--- src/rtl/vga_fifo_reader.sv ---
`default_nettype none
// ============================================================================
// Module      : vga_fifo_reader
// Description : Read-side controller for the pixel line FIFO. Generates VGA
//               raster timing, issues one FIFO read per active pixel while
//               streaming, and registers the FIFO word onto the RGB pins in
//               step with hsync/vsync/de. Handles frame-aligned start/stop and
//               underrun substitution.
// Ports       : clk, rst        - clock, asynchronous active-high reset
//               pix_ce          - pixel clock enable (counters/pipeline step)
//               en              - streaming enable
//               fifo_empty      - FIFO empty flag
//               fifo_data       - FIFO registered data_out
//               fifo_rd         - FIFO read strobe (combinational)
//               rgb             - registered pixel
//               hsync, vsync    - active-low syncs, aligned with rgb
//               de              - registered active-video flag
//               frame_start     - one-clk pulse at start of each RUN frame
//               underrun        - sticky underrun flag, cleared on RUN entry
//               busy            - high while streaming (RUN)
// Revision    : 1.0 - initial release
// ============================================================================
module vga_fifo_reader #(
  parameter int                DATA_W         = 12,
  parameter int                H_ACTIVE       = 640,
  parameter int                H_FP           = 16,
  parameter int                H_SYNC         = 96,
  parameter int                H_BP           = 48,
  parameter int                V_ACTIVE       = 480,
  parameter int                V_FP           = 10,
  parameter int                V_SYNC         = 2,
  parameter int                V_BP           = 33,
  parameter logic [DATA_W-1:0] UNDERRUN_COLOR = 12'hF00
) (
  input  logic              clk,
  input  logic              rst,
  input  logic              pix_ce,
  input  logic              en,
  input  logic              fifo_empty,
  input  logic [DATA_W-1:0] fifo_data,
  output logic              fifo_rd,
  output logic [DATA_W-1:0] rgb,
  output logic              hsync,
  output logic              vsync,
  output logic              de,
  output logic              frame_start,
  output logic              underrun,
  output logic              busy
);

  // --------------------------------------------------------------------------
  // Raster constants, all sized to the 10-bit counters
  // --------------------------------------------------------------------------
  localparam int H_TOTAL = H_ACTIVE + H_FP + H_SYNC + H_BP;
  localparam int V_TOTAL = V_ACTIVE + V_FP + V_SYNC + V_BP;

  localparam logic [9:0] H_LAST     = 10'(H_TOTAL - 1);
  localparam logic [9:0] V_LAST     = 10'(V_TOTAL - 1);
  localparam logic [9:0] H_ACT_END  = 10'(H_ACTIVE);
  localparam logic [9:0] V_ACT_END  = 10'(V_ACTIVE);
  localparam logic [9:0] HS_START   = 10'(H_ACTIVE + H_FP);
  localparam logic [9:0] HS_END     = 10'(H_ACTIVE + H_FP + H_SYNC);
  localparam logic [9:0] VS_START   = 10'(V_ACTIVE + V_FP);
  localparam logic [9:0] VS_END     = 10'(V_ACTIVE + V_FP + V_SYNC);

  typedef enum logic [1:0] {
    ST_IDLE       = 2'd0,
    ST_WAIT_FRAME = 2'd1,
    ST_RUN        = 2'd2
  } state_t;

  // --------------------------------------------------------------------------
  // Registers
  // --------------------------------------------------------------------------
  state_t            state_q, state_d;
  logic [9:0]        hcnt_q, hcnt_d;
  logic [9:0]        vcnt_q, vcnt_d;
  logic              underrun_q, underrun_d;
  logic              frame_start_q, frame_start_d;

  // Stage 1: attributes of the pixel at the counter position
  logic              de1_q, de1_d;
  logic              hs1_q, hs1_d;
  logic              vs1_q, vs1_d;
  logic              rd1_q, rd1_d;
  logic              ur1_q, ur1_d;

  // Stage 2: output pins
  logic [DATA_W-1:0] rgb_q, rgb_d;
  logic              de_q, de_d;
  logic              hsync_q, hsync_d;
  logic              vsync_q, vsync_d;

  // --------------------------------------------------------------------------
  // Raster decode
  // --------------------------------------------------------------------------
  logic h_last;
  logic v_last;
  logic frame_wrap;
  logic active;
  logic hsync_raw;
  logic vsync_raw;
  logic pix_slot;
  logic pix_read;
  logic pix_underrun;

  assign h_last     = (hcnt_q == H_LAST);
  assign v_last     = (vcnt_q == V_LAST);
  assign frame_wrap = pix_ce && h_last && v_last;
  assign active     = (hcnt_q < H_ACT_END) && (vcnt_q < V_ACT_END);
  assign hsync_raw  = !((hcnt_q >= HS_START) && (hcnt_q < HS_END));
  assign vsync_raw  = !((vcnt_q >= VS_START) && (vcnt_q < VS_END));

  // An active pixel while streaming either reads the FIFO or underruns.
  assign pix_slot     = pix_ce && active && (state_q == ST_RUN);
  assign pix_read     = pix_slot && !fifo_empty;
  assign pix_underrun = pix_slot && fifo_empty;

  // Gated by rst so no strobe can escape while the async reset is asserted.
  assign fifo_rd = pix_read && !rst;

  // --------------------------------------------------------------------------
  // Free-running raster counters
  // --------------------------------------------------------------------------
  always_comb begin
    hcnt_d = hcnt_q;
    vcnt_d = vcnt_q;
    if (pix_ce) begin
      if (h_last) begin
        hcnt_d = 10'd0;
        vcnt_d = v_last ? 10'd0 : (vcnt_q + 10'd1);
      end else begin
        hcnt_d = hcnt_q + 10'd1;
      end
    end
  end

  // --------------------------------------------------------------------------
  // Streaming state machine; start and stop only happen at a frame wrap so
  // the sink always sees whole frames.
  // --------------------------------------------------------------------------
  always_comb begin
    state_d       = state_q;
    frame_start_d = 1'b0;
    underrun_d    = underrun_q || pix_underrun;
    case (state_q)
      ST_IDLE: begin
        if (en) begin
          state_d = ST_WAIT_FRAME;
        end
      end
      ST_WAIT_FRAME: begin
        if (!en) begin
          state_d = ST_IDLE;
        end else if (frame_wrap && !fifo_empty) begin
          state_d       = ST_RUN;
          underrun_d    = 1'b0;
          frame_start_d = 1'b1;
        end
      end
      ST_RUN: begin
        // en is only honoured at the wrap, so a mid-frame drop finishes
        // the frame in progress.
        if (frame_wrap) begin
          if (!en) begin
            state_d = ST_IDLE;
          end else begin
            frame_start_d = 1'b1;
          end
        end
      end
      default: begin
        state_d = ST_IDLE;
      end
    endcase
  end

  // --------------------------------------------------------------------------
  // Output pipeline. The FIFO presents the word on the edge that samples the
  // read, so stage 2 picks it up on the following pixel edge, keeping data
  // and syncs at the same two-tick latency.
  // --------------------------------------------------------------------------
  always_comb begin
    de1_d   = de1_q;
    hs1_d   = hs1_q;
    vs1_d   = vs1_q;
    rd1_d   = rd1_q;
    ur1_d   = ur1_q;
    rgb_d   = rgb_q;
    de_d    = de_q;
    hsync_d = hsync_q;
    vsync_d = vsync_q;
    if (pix_ce) begin
      de1_d   = active;
      hs1_d   = hsync_raw;
      vs1_d   = vsync_raw;
      rd1_d   = pix_read;
      ur1_d   = pix_underrun;
      de_d    = de1_q;
      hsync_d = hs1_q;
      vsync_d = vs1_q;
      if (rd1_q) begin
        rgb_d = fifo_data;
      end else if (ur1_q) begin
        rgb_d = UNDERRUN_COLOR;
      end else begin
        rgb_d = '0;
      end
    end
  end

  always_ff @(posedge clk or posedge rst) begin
    if (rst) begin
      state_q       <= ST_IDLE;
      hcnt_q        <= 10'd0;
      vcnt_q        <= 10'd0;
      underrun_q    <= 1'b0;
      frame_start_q <= 1'b0;
      de1_q         <= 1'b0;
      hs1_q         <= 1'b1;
      vs1_q         <= 1'b1;
      rd1_q         <= 1'b0;
      ur1_q         <= 1'b0;
      rgb_q         <= '0;
      de_q          <= 1'b0;
      hsync_q       <= 1'b1;
      vsync_q       <= 1'b1;
    end else begin
      state_q       <= state_d;
      hcnt_q        <= hcnt_d;
      vcnt_q        <= vcnt_d;
      underrun_q    <= underrun_d;
      frame_start_q <= frame_start_d;
      de1_q         <= de1_d;
      hs1_q         <= hs1_d;
      vs1_q         <= vs1_d;
      rd1_q         <= rd1_d;
      ur1_q         <= ur1_d;
      rgb_q         <= rgb_d;
      de_q          <= de_d;
      hsync_q       <= hsync_d;
      vsync_q       <= vsync_d;
    end
  end

  assign rgb         = rgb_q;
  assign de          = de_q;
  assign hsync       = hsync_q;
  assign vsync       = vsync_q;
  assign frame_start = frame_start_q;
  assign underrun    = underrun_q;
  assign busy        = (state_q == ST_RUN);

endmodule
`default_nettype wire

--- config.mk ---
export PLATFORM = sky130hd
export DESIGN_NAME = vga_fifo_reader
export DESIGN_NICKNAME = d
export VERILOG_FILES = /design/src/rtl/vga_fifo_reader.sv
export SDC_FILE = /design/constraint.sdc
export NUM_CORES = 1
export LEC_CHECK = 0
export CAP_MARGIN = 20
export CORE_ASPECT_RATIO = 2
export CORE_MARGIN = 2
export CORE_UTILIZATION = 33
export DETAILED_ROUTE_END_ITERATION = 7
export PLACE_DENSITY = 0.54
export RECOVER_POWER = 100
export SLEW_MARGIN = 20
export SYNTH_ARGS = -nofsm -noshare
export SYNTH_HDL_FRONTEND = slang
export SYNTH_SLANG_ARGS = --single-unit
--- constraint.sdc ---
create_clock -name clk -period 2.4 [get_ports clk]
set_input_delay 0.24 -clock clk [delete_from_list [all_inputs] [get_ports clk]]
set_output_delay 0.24 -clock clk [all_outputs]
set_load 0.01 [all_outputs]
==> impl_results.md, run 1 <==
- Outcome: complete, no violations
- Antenna Cells: 0
- Max_cap viols: 0
- Post-Syn Area per Cell: 10.1 um2
- Critical Path RT: 2.16 ns
- Critical-path cell list: inv_2, ha_4, nand2_1, nor4_4, nand2_1, nor2_1, clkdlybuf4s50_1
- Port-buffer cells: 35
- IO Pins: 36
- Largest net degree at the start of global routing: 44
- Max Freq: 0.443 GHz
- Adder-Cell Fraction of Synth Area: 3.97%
- All-Layer GR Usage: 15.2%
- Mapped Area: 0.00221 mm2
- Setup WS post-layout: 0.143 ns
- Tot Pwr: 1.99 mW
- Ratio of cells with drive above 1 in the final layout: 11.0%
- Crit path arrival time: 2.02 ns
- Tightest Hold Check Type: in -> async
- Number of DRC markers in iteration 0: 49
- TNS Setup: 0 ns
- CTS clk-pin slew, worst paths: 0.06 ns
- Largest family of logic cells by synthesized area: simple AND/OR/NAND/NOR gates
- Yosys cell types: 42
- Htree depth: 2
- Crit share post-route: 94.0%
- Iteration count of the initial detailed-routing pass: 4
- Initial Util: 33.6%
- Synth Area in Compound Gates: 10.4%
- Final hold vios: 0
- Worst Path Buf+Inv: 2
- Slowest cell delay on critical path: 0.54 ns
- Final Non-Filler Cells: 342
- Leak Pwr: 1.18 nW
- Mapped Cells: 218
- Power per cell area: 707 mW/mm2
- Vias in the first global route: 1,692
- Dpl ws: 0.190 ns
- Area delta synth->final: 27.5%
- Row count: 42
- Worst-margin pin slew: 1.16 ns
- Nets: 277
- Synth async-reset ratio: 100%
- Worst r2r src: hcnt_q[0]$_DFFE_PP0P_
- Syn. warnings: 0
- Placed Cells: 334
- Simple-gate area share of the yosys netlist: 20.2%
- Worst Setup Path Type: reg -> out
- First-pass GRT wire length: 8160 um
- Sequential-to-total area share from yosys stat: 50.1%
- Core area: 0.00657 mm2
- Worst reg-to-reg setup slack: 0.54 ns
- Final slew viol count: 0
- Final setup violation count: 0
- Clock root buffer: clkbuf_16
- Worst path slowest cell: clkdlybuf4s50_1
- Worst-Skew Late Latency: 0.29 ns
- VDD IR max: 0.431 mV
- Setup crit start kind: flop
- Setup Buffers After CTS: 0
- Via/cell ratio: 4.88
- DRC: 0
- Mux cell area share after synthesis: 2.95%
- RR Endpoint: vcnt_q[9]$_DFFE_PP0N_
- Antenna Nets Post-Route: 0
- Fillers: 658
- EDFF count, synth: 0
- DR WL/cell: 14.7 um
- Area of the die: 0.00739 mm2
- Relative slew margins: 22.7%
- Setup Skew: 0.00497 ns
- WHS: 0.265 ns
- Die W: 61.8 um
- R2r worst-path depth: 6
- Vias: 1,670
- CTS tree: done
- Post-synth top flop: dfrtp_1
- Post-Syn Nets: 242
- Crit end category: primary output
- CP Max Fanout: 7
- Placed wire-length estimate: 3650 um
- Antenna violations before repair: 0
- CP delay by family, top: buffers and inverters
- Gr ovfl total: 0
- XOR/XNOR share of the synthesized area: 5.96%
- Die Y: 120 um
- Num CTS Buffers: 5
- #FFs+latches synth: 44
- WL final: 5010 um
- Tmin final: 2.26 ns
- Clock Path Buffers: 2
- Most frequent CP cell: nand2_1
- Gpl congestion: 0.817
- Clock sink total: 44
kinds of logic after synthesis:
kind of cell | after synthesis
xor+xnor | 15
buf+inv | 30
simple gates | 77
compound gates | 39
fa+ha+maj | 7
flops | 44
mux | 6
worst reg2reg max path, cell delays in order (launching register included):
cell and delay, ns:
dfrtp_1 0.42, ha_1 0.19, and4_1 0.25, clkbuf_1 0.33, nand4_1 0.27, o22ai_1 0.20
mux2i_1 0.09
layout make-up:
cell class                 instances  area [um2]  share of cell area, %
multi-input combinational        144         991                   35.2
inverter                          19        71.3                   2.54
sequential                        44        1110                   39.3
timing repair buffer              39         370                   13.2
clock buffer                       6         129                   4.58
tap                               88         110                   3.91
clock inverter                     2        35.0                   1.25
layout by cell type, fill, tap and decap left out, types with 4 or more instances in the layout:
master           netlist  final
dfstp_2                4      4
and3_1                 6      6
mux2_2                 4      4
nand2_1               19     19
nor2_1                17     17
xnor2_1                8      8
nand4_1               10     10
xor2_1                 7      7
clkdlybuf4s50_1        0     34
inv_1                 19     17
clkbuf_16              0      5
dfrtp_1               40     40
ha_1                   7      6
a21oi_1               11     11
o21ai_0               16     16
state kept, by name, indices dropped and copies added, names as in the netlist, 2 cells and up:
name     flops
state_q      2
rgb         12
hcnt_q      10
vcnt_q      10
metal layers:
metal | up-vias | GRT usage (%) | routed length (um) | share of wire, %
li1 | 822 | - | - | -
met1 | 795 | 15.9 | 1880 | 37
met2 | 38 | 26.6 | 2830 | 56
met3 | 15 | 3.34 | 145 | 2.9
met4 | 0 | 7.58 | 160 | 3.2
met5 | - | 0 | 0 | 0
worst max-delay path by stage:
stage                                 startpoint      end  slack (ns)  cells after the start
after floorplan           state_q[0]$_DFFE_PP0P_  fifo_rd        0.76                      6
after global placement    state_q[0]$_DFFE_PP0P_  fifo_rd        0.21                      7
after detailed placement  state_q[0]$_DFFE_PP0P_  fifo_rd        0.19                      7
after CTS                  vcnt_q[8]$_DFFE_PP0N_  fifo_rd        0.02                      5
after global routing      state_q[0]$_DFFE_PP0P_  fifo_rd       -0.02                      7
final                     state_q[0]$_DFFE_PP0P_  fifo_rd        0.14                      7
cells in the mapped netlist, types with 3 or more instances:
cell | instances | area, um2
a21oi_1 | 11 | 55.1
and3_1 | 6 | 37.5
and4_1 | 3 | 26.3
buf_4 | 3 | 22.5
clkbuf_1 | 6 | 22.5
dfrtp_1 | 40 | 1000
dfstp_2 | 4 | 105
ha_1 | 7 | 87.6
inv_1 | 19 | 71.3
mux2_2 | 4 | 45.0
nand2_1 | 19 | 71.3
nand3_1 | 3 | 15.0
nand4_1 | 10 | 62.6
nor2_1 | 17 | 63.8
nor3_1 | 3 | 15.0
nor3b_1 | 3 | 22.5
o21ai_0 | 16 | 80.1
xnor2_1 | 8 | 70.1
xor2_1 | 7 | 61.3
repair_timing:
action                     4_1_cts  5_1_grt
resized for setup                2        5
setup endpoints to repair        1        1
hold buffers                     0        0
per-stage QoR:
| step | instance area [um2] | utilization, % |
|---|---|---|
| after detailed placement | 2630 | 40.0 |
| final | 2810 | 42.8 |
| after global routing | 2810 | 42.8 |
| after global placement | 2630 | 40.0 |
| after floorplan | 2210 | - |
| after CTS | 2800 | 42.6 |
report_power, final:
part	total (mW)	internal, mW	switching, mW
Clock	0.778	0.490	0.288
Sequential	0.907	0.810	0.0966
Combinational	0.304	0.141	0.163
Total	1.99	1.44	0.548
Note: power is estimated with default switching activity, not from simulation.
==> run 2: changes to the inputs <==
--- a/config.mk
+++ b/config.mk
@@ -10,6 +10,7 @@
 export CORE_MARGIN = 2
 export CORE_UTILIZATION = 33
 export DETAILED_ROUTE_END_ITERATION = 7
+export HOLD_SLACK_MARGIN = 0.06
 export PLACE_DENSITY = 0.54
 export RECOVER_POWER = 100
 export SLEW_MARGIN = 20
==> results of run 2 <==
The final DEF is identical to that of run 1; final timing and power are the same.
==> run 3: changes to the inputs <==
--- a/config.mk
+++ b/config.mk
@@ -6,12 +6,12 @@
 export NUM_CORES = 1
 export LEC_CHECK = 0
 export CAP_MARGIN = 20
-export CORE_ASPECT_RATIO = 2
+export CORE_ASPECT_RATIO = 1.25
 export CORE_MARGIN = 2
-export CORE_UTILIZATION = 33
+export CORE_UTILIZATION = 30
 export DETAILED_ROUTE_END_ITERATION = 7
 export HOLD_SLACK_MARGIN = 0.06
-export PLACE_DENSITY = 0.54
+export PLACE_DENSITY = 0.52
 export RECOVER_POWER = 100
 export SLEW_MARGIN = 20
 export SYNTH_ARGS = -nofsm -noshare
==> constraint.sdc (replaced) <==
create_clock -name clk -period 2 [get_ports clk]
set_input_delay 0.2 -clock clk [delete_from_list [all_inputs] [get_ports clk]]
set_output_delay 0.2 -clock clk [all_outputs]
set_load 0.01 [all_outputs]
==> run 3 against run 2 <==
Hold slack gained 0.073 ns. Clock power shrank 9.3%. Clock skew grew 0.0020 ns. Flip-flop and latch count is the same. Critical path depth grew 1. Sequential power grew 19%. Setup slack lost 0.028 ns.
==> impl_results.md, run 3 (synthesis results as in run 1) <==
- Initial Util: 31.2% (-2.3 points)
- Worst Path Buf+Inv: 3 (+1)
- Ratio of cells with drive above 1 in the final layout: 17.5% (+6.4 points)
- Critical-path cell list: inv_2, ha_4, nand2_2, nor4_2, buf_4, nand2_2, nor2_1, buf_2
- Final slew viol count: 0 (unchanged)
- Tmin final: 1.88 ns
- Number of DRC markers in iteration 0: 86 (+76%)
- Worst-Skew Late Latency: 0.30 ns (about the same)
- Final hold vios: 0 (unchanged)
- Nets: 292 (+5.4%)
- R2r worst-path depth: 6 (unchanged)
- WHS: 0.338 ns (+0.0726 ns)
- Iteration count of the initial detailed-routing pass: 4 (unchanged)
- Gpl congestion: 0.848 (+3.9%)
- Relative slew margins: 51.7% (+29 points)
- Tightest Hold Check Type: in -> async
- Clock Path Buffers: 2 (unchanged)
- Via/cell ratio: 4.77 (-2.2%)
- Commonest non-fill, non-tap cell in the layout: dfrtp_1
- Met2 wire length: 2420 um (-14%)
- Core area: 0.00706 mm2 (+7.5%)
- Worst-margin pin slew: 0.725 ns (-0.435 ns)
- Dpl cell area: 0.00274 mm2 (+4.3%)
- Power per cell area: 761 mW/mm2 (+7.7%)
- Htree depth: 2 (unchanged)
- Worst Setup Path Type: reg -> out
- Area of the die: 0.00806 mm2 (+9.0%)
- Placed wire-length estimate: 3540 um (-3.0%)
- Final setup violation count: 0 (unchanged)
- RR Endpoint: vcnt_q[9]$_DFFE_PP0N_
- Crit end category: primary output
- Post-layout util: 40.7% (-2.2 points)
- Gr ovfl total: 0 (unchanged)
- Critical Path RT: 1.80 ns (-0.36 ns)
- Area delta synth->final: 30.2%
- CTS Hold Bufs: 0 (unchanged)
- CTS clk-pin slew, worst paths: 0.09 ns (+0.03 ns)
- WL final: 4880 um (-2.8%)
- Post-layout instance area: 0.00287 mm2 (+2.1%)
- CTS tree: done
- Crit path arrival time: 1.68 ns (-0.34 ns)
- IO Pins: 36 (unchanged)
- Port-buffer cells: 35 (unchanged)
- Outcome: complete, no violations
- Row count: 34 (-19%)
- Clock root buffer: clkbuf_8
- Die W: 80.7 um (+31%)
- Setup crit start kind: flop
- Tot Pwr: 2.19 mW (+9.9%)
- Clock sink total: 44 (unchanged)
- Commonest cells after routing, fill and taps aside: dfrtp_1 (40), clkdlybuf4s50_1 (32), inv_1 (17), nor2_1 (17), nand2_1 (17)
- Worst path slowest cell: dfrtp_1
- Wl on met1: 2190 um (+17%)
- Vias in the first global route: 1,799 (+6.3%)
- Setup Skew: 0.00695 ns (+0.00198 ns)
- Vias: 1,714 (+2.6%)
- DRC: 0 (unchanged)
- Max Freq: 0.531 GHz
- Worst reg-to-reg setup slack: 0.20 ns (-0.34 ns)
- Antenna Cells: 0 (unchanged)
- Max_cap viols: 0 (unchanged)
- Antenna Nets Post-Route: 0 (unchanged)
- All-Layer GR Usage: 13.6% (-1.5 points)
- Worst r2r src: hcnt_q[0]$_DFFE_PP0P_
- DR WL/cell: 13.6 um (-7.4%)
- Met3 WL: 191 um (+32%)
- VDD IR max: 0.448 mV (+4.1%)
- Die Y: 99.9 um (-17%)
- Crit share post-route: 94.2%
- Most frequent CP cell: nand2_2
- Leak Pwr: 1.24 nW (+5.0%)
- First-pass GRT wire length: 8490 um (+4.1%)
- Largest net degree at the start of global routing: 33 (-25%)
- Top Metal Used: met4
- CP delay by family, top: simple AND/OR/NAND/NOR gates
- Max FFs per register: 12 (unchanged)
- CP Max Fanout: 3 (-4)
- Slowest cell delay on critical path: 0.40 ns (-0.14 ns)
- Antenna violations before repair: 0 (unchanged)
- Num CTS Buffers: 5 (unchanged)
-- run 3: cell types whose count changed in the layout (fill, tap and decap cells not counted), sizes merged --
cell	previous run	this run
clkbuf	9	8
inv	18	19
dlygate4sd3	1	2
clkinvlp	0	1
clkdlybuf4s50	34	32
buf	1	17
clkinv	2	1
-- run 3: repair_timing --
action,4_1_cts,5_1_grt
setup buffers,0,2
resized for setup,4,6
cloned,0,0
setup endpoints to repair,1,1
pin swaps,0,2
-- run 3: worst max path at each step --
| stage | from | end | cells after the start |
|---|---|---|---|
| 2_1_floorplan | state_q[0]$_DFFE_PP0P_ | fifo_rd | 6 |
| 3_3_place_gp | pix_ce | fifo_rd | 7 |
| 3_5_place_dp | pix_ce | fifo_rd | 7 |
| 4_1_cts | vcnt_q[8]$_DFFE_PP0N_ | fifo_rd | 6 |
| 5_1_grt | state_q[0]$_DFFE_PP0P_ | fifo_rd | 8 |
| 6_report | state_q[0]$_DFFE_PP0P_ | fifo_rd | 8 |
-- run 3: where the power goes --
group | switching [mW] | internal (mW)
Combinational | 0.208 | 0.193
Clock | 0.329 | 0.376
Sequential | 0.109 | 0.971
-- run 3: routing by layer --
metal,GRT usage (%),vias up
li1,-,849
met1,17.2,828
met2,22.4,32
met3,2.97,5
met4,5.74,0
met5,0,-
-- run 3: cell type report --
| type | instances | area (um2) |
|---|---|---|
| Fill cell | 737 | 4190 |
| Sequential cell | 44 | 1110 |
| Multi-Input combinational cell | 144 | 985 |
| Timing Repair Buffer | 54 | 482 |
| Tap cell | 90 | 113 |
| Inverter | 19 | 71.3 |
| Clock buffer | 5 | 68.8 |
| Clock inverter | 3 | 46.3 |
-- run 3: worst reg2reg max path: stages, from the launching register on --
cell	delay, ns
dfrtp_1	0.42
ha_1	0.19
and4_1	0.26
clkbuf_1	0.32
nand4_1	0.24
o22ai_1	0.18
mux2i_1	0.09
-- run 3: metrics by stage --
stage          worst slack (ns)  setup TNS [ns]  cells
4_1_cts                  0.0121               0    357
2_1_floorplan             0.404               0    218
5_1_grt                -0.00792        -0.00792    359
3_3_place_gp            -0.0538         -0.0538    349
3_5_place_dp            -0.0261         -0.0290    349
6_report                  0.116               0    359
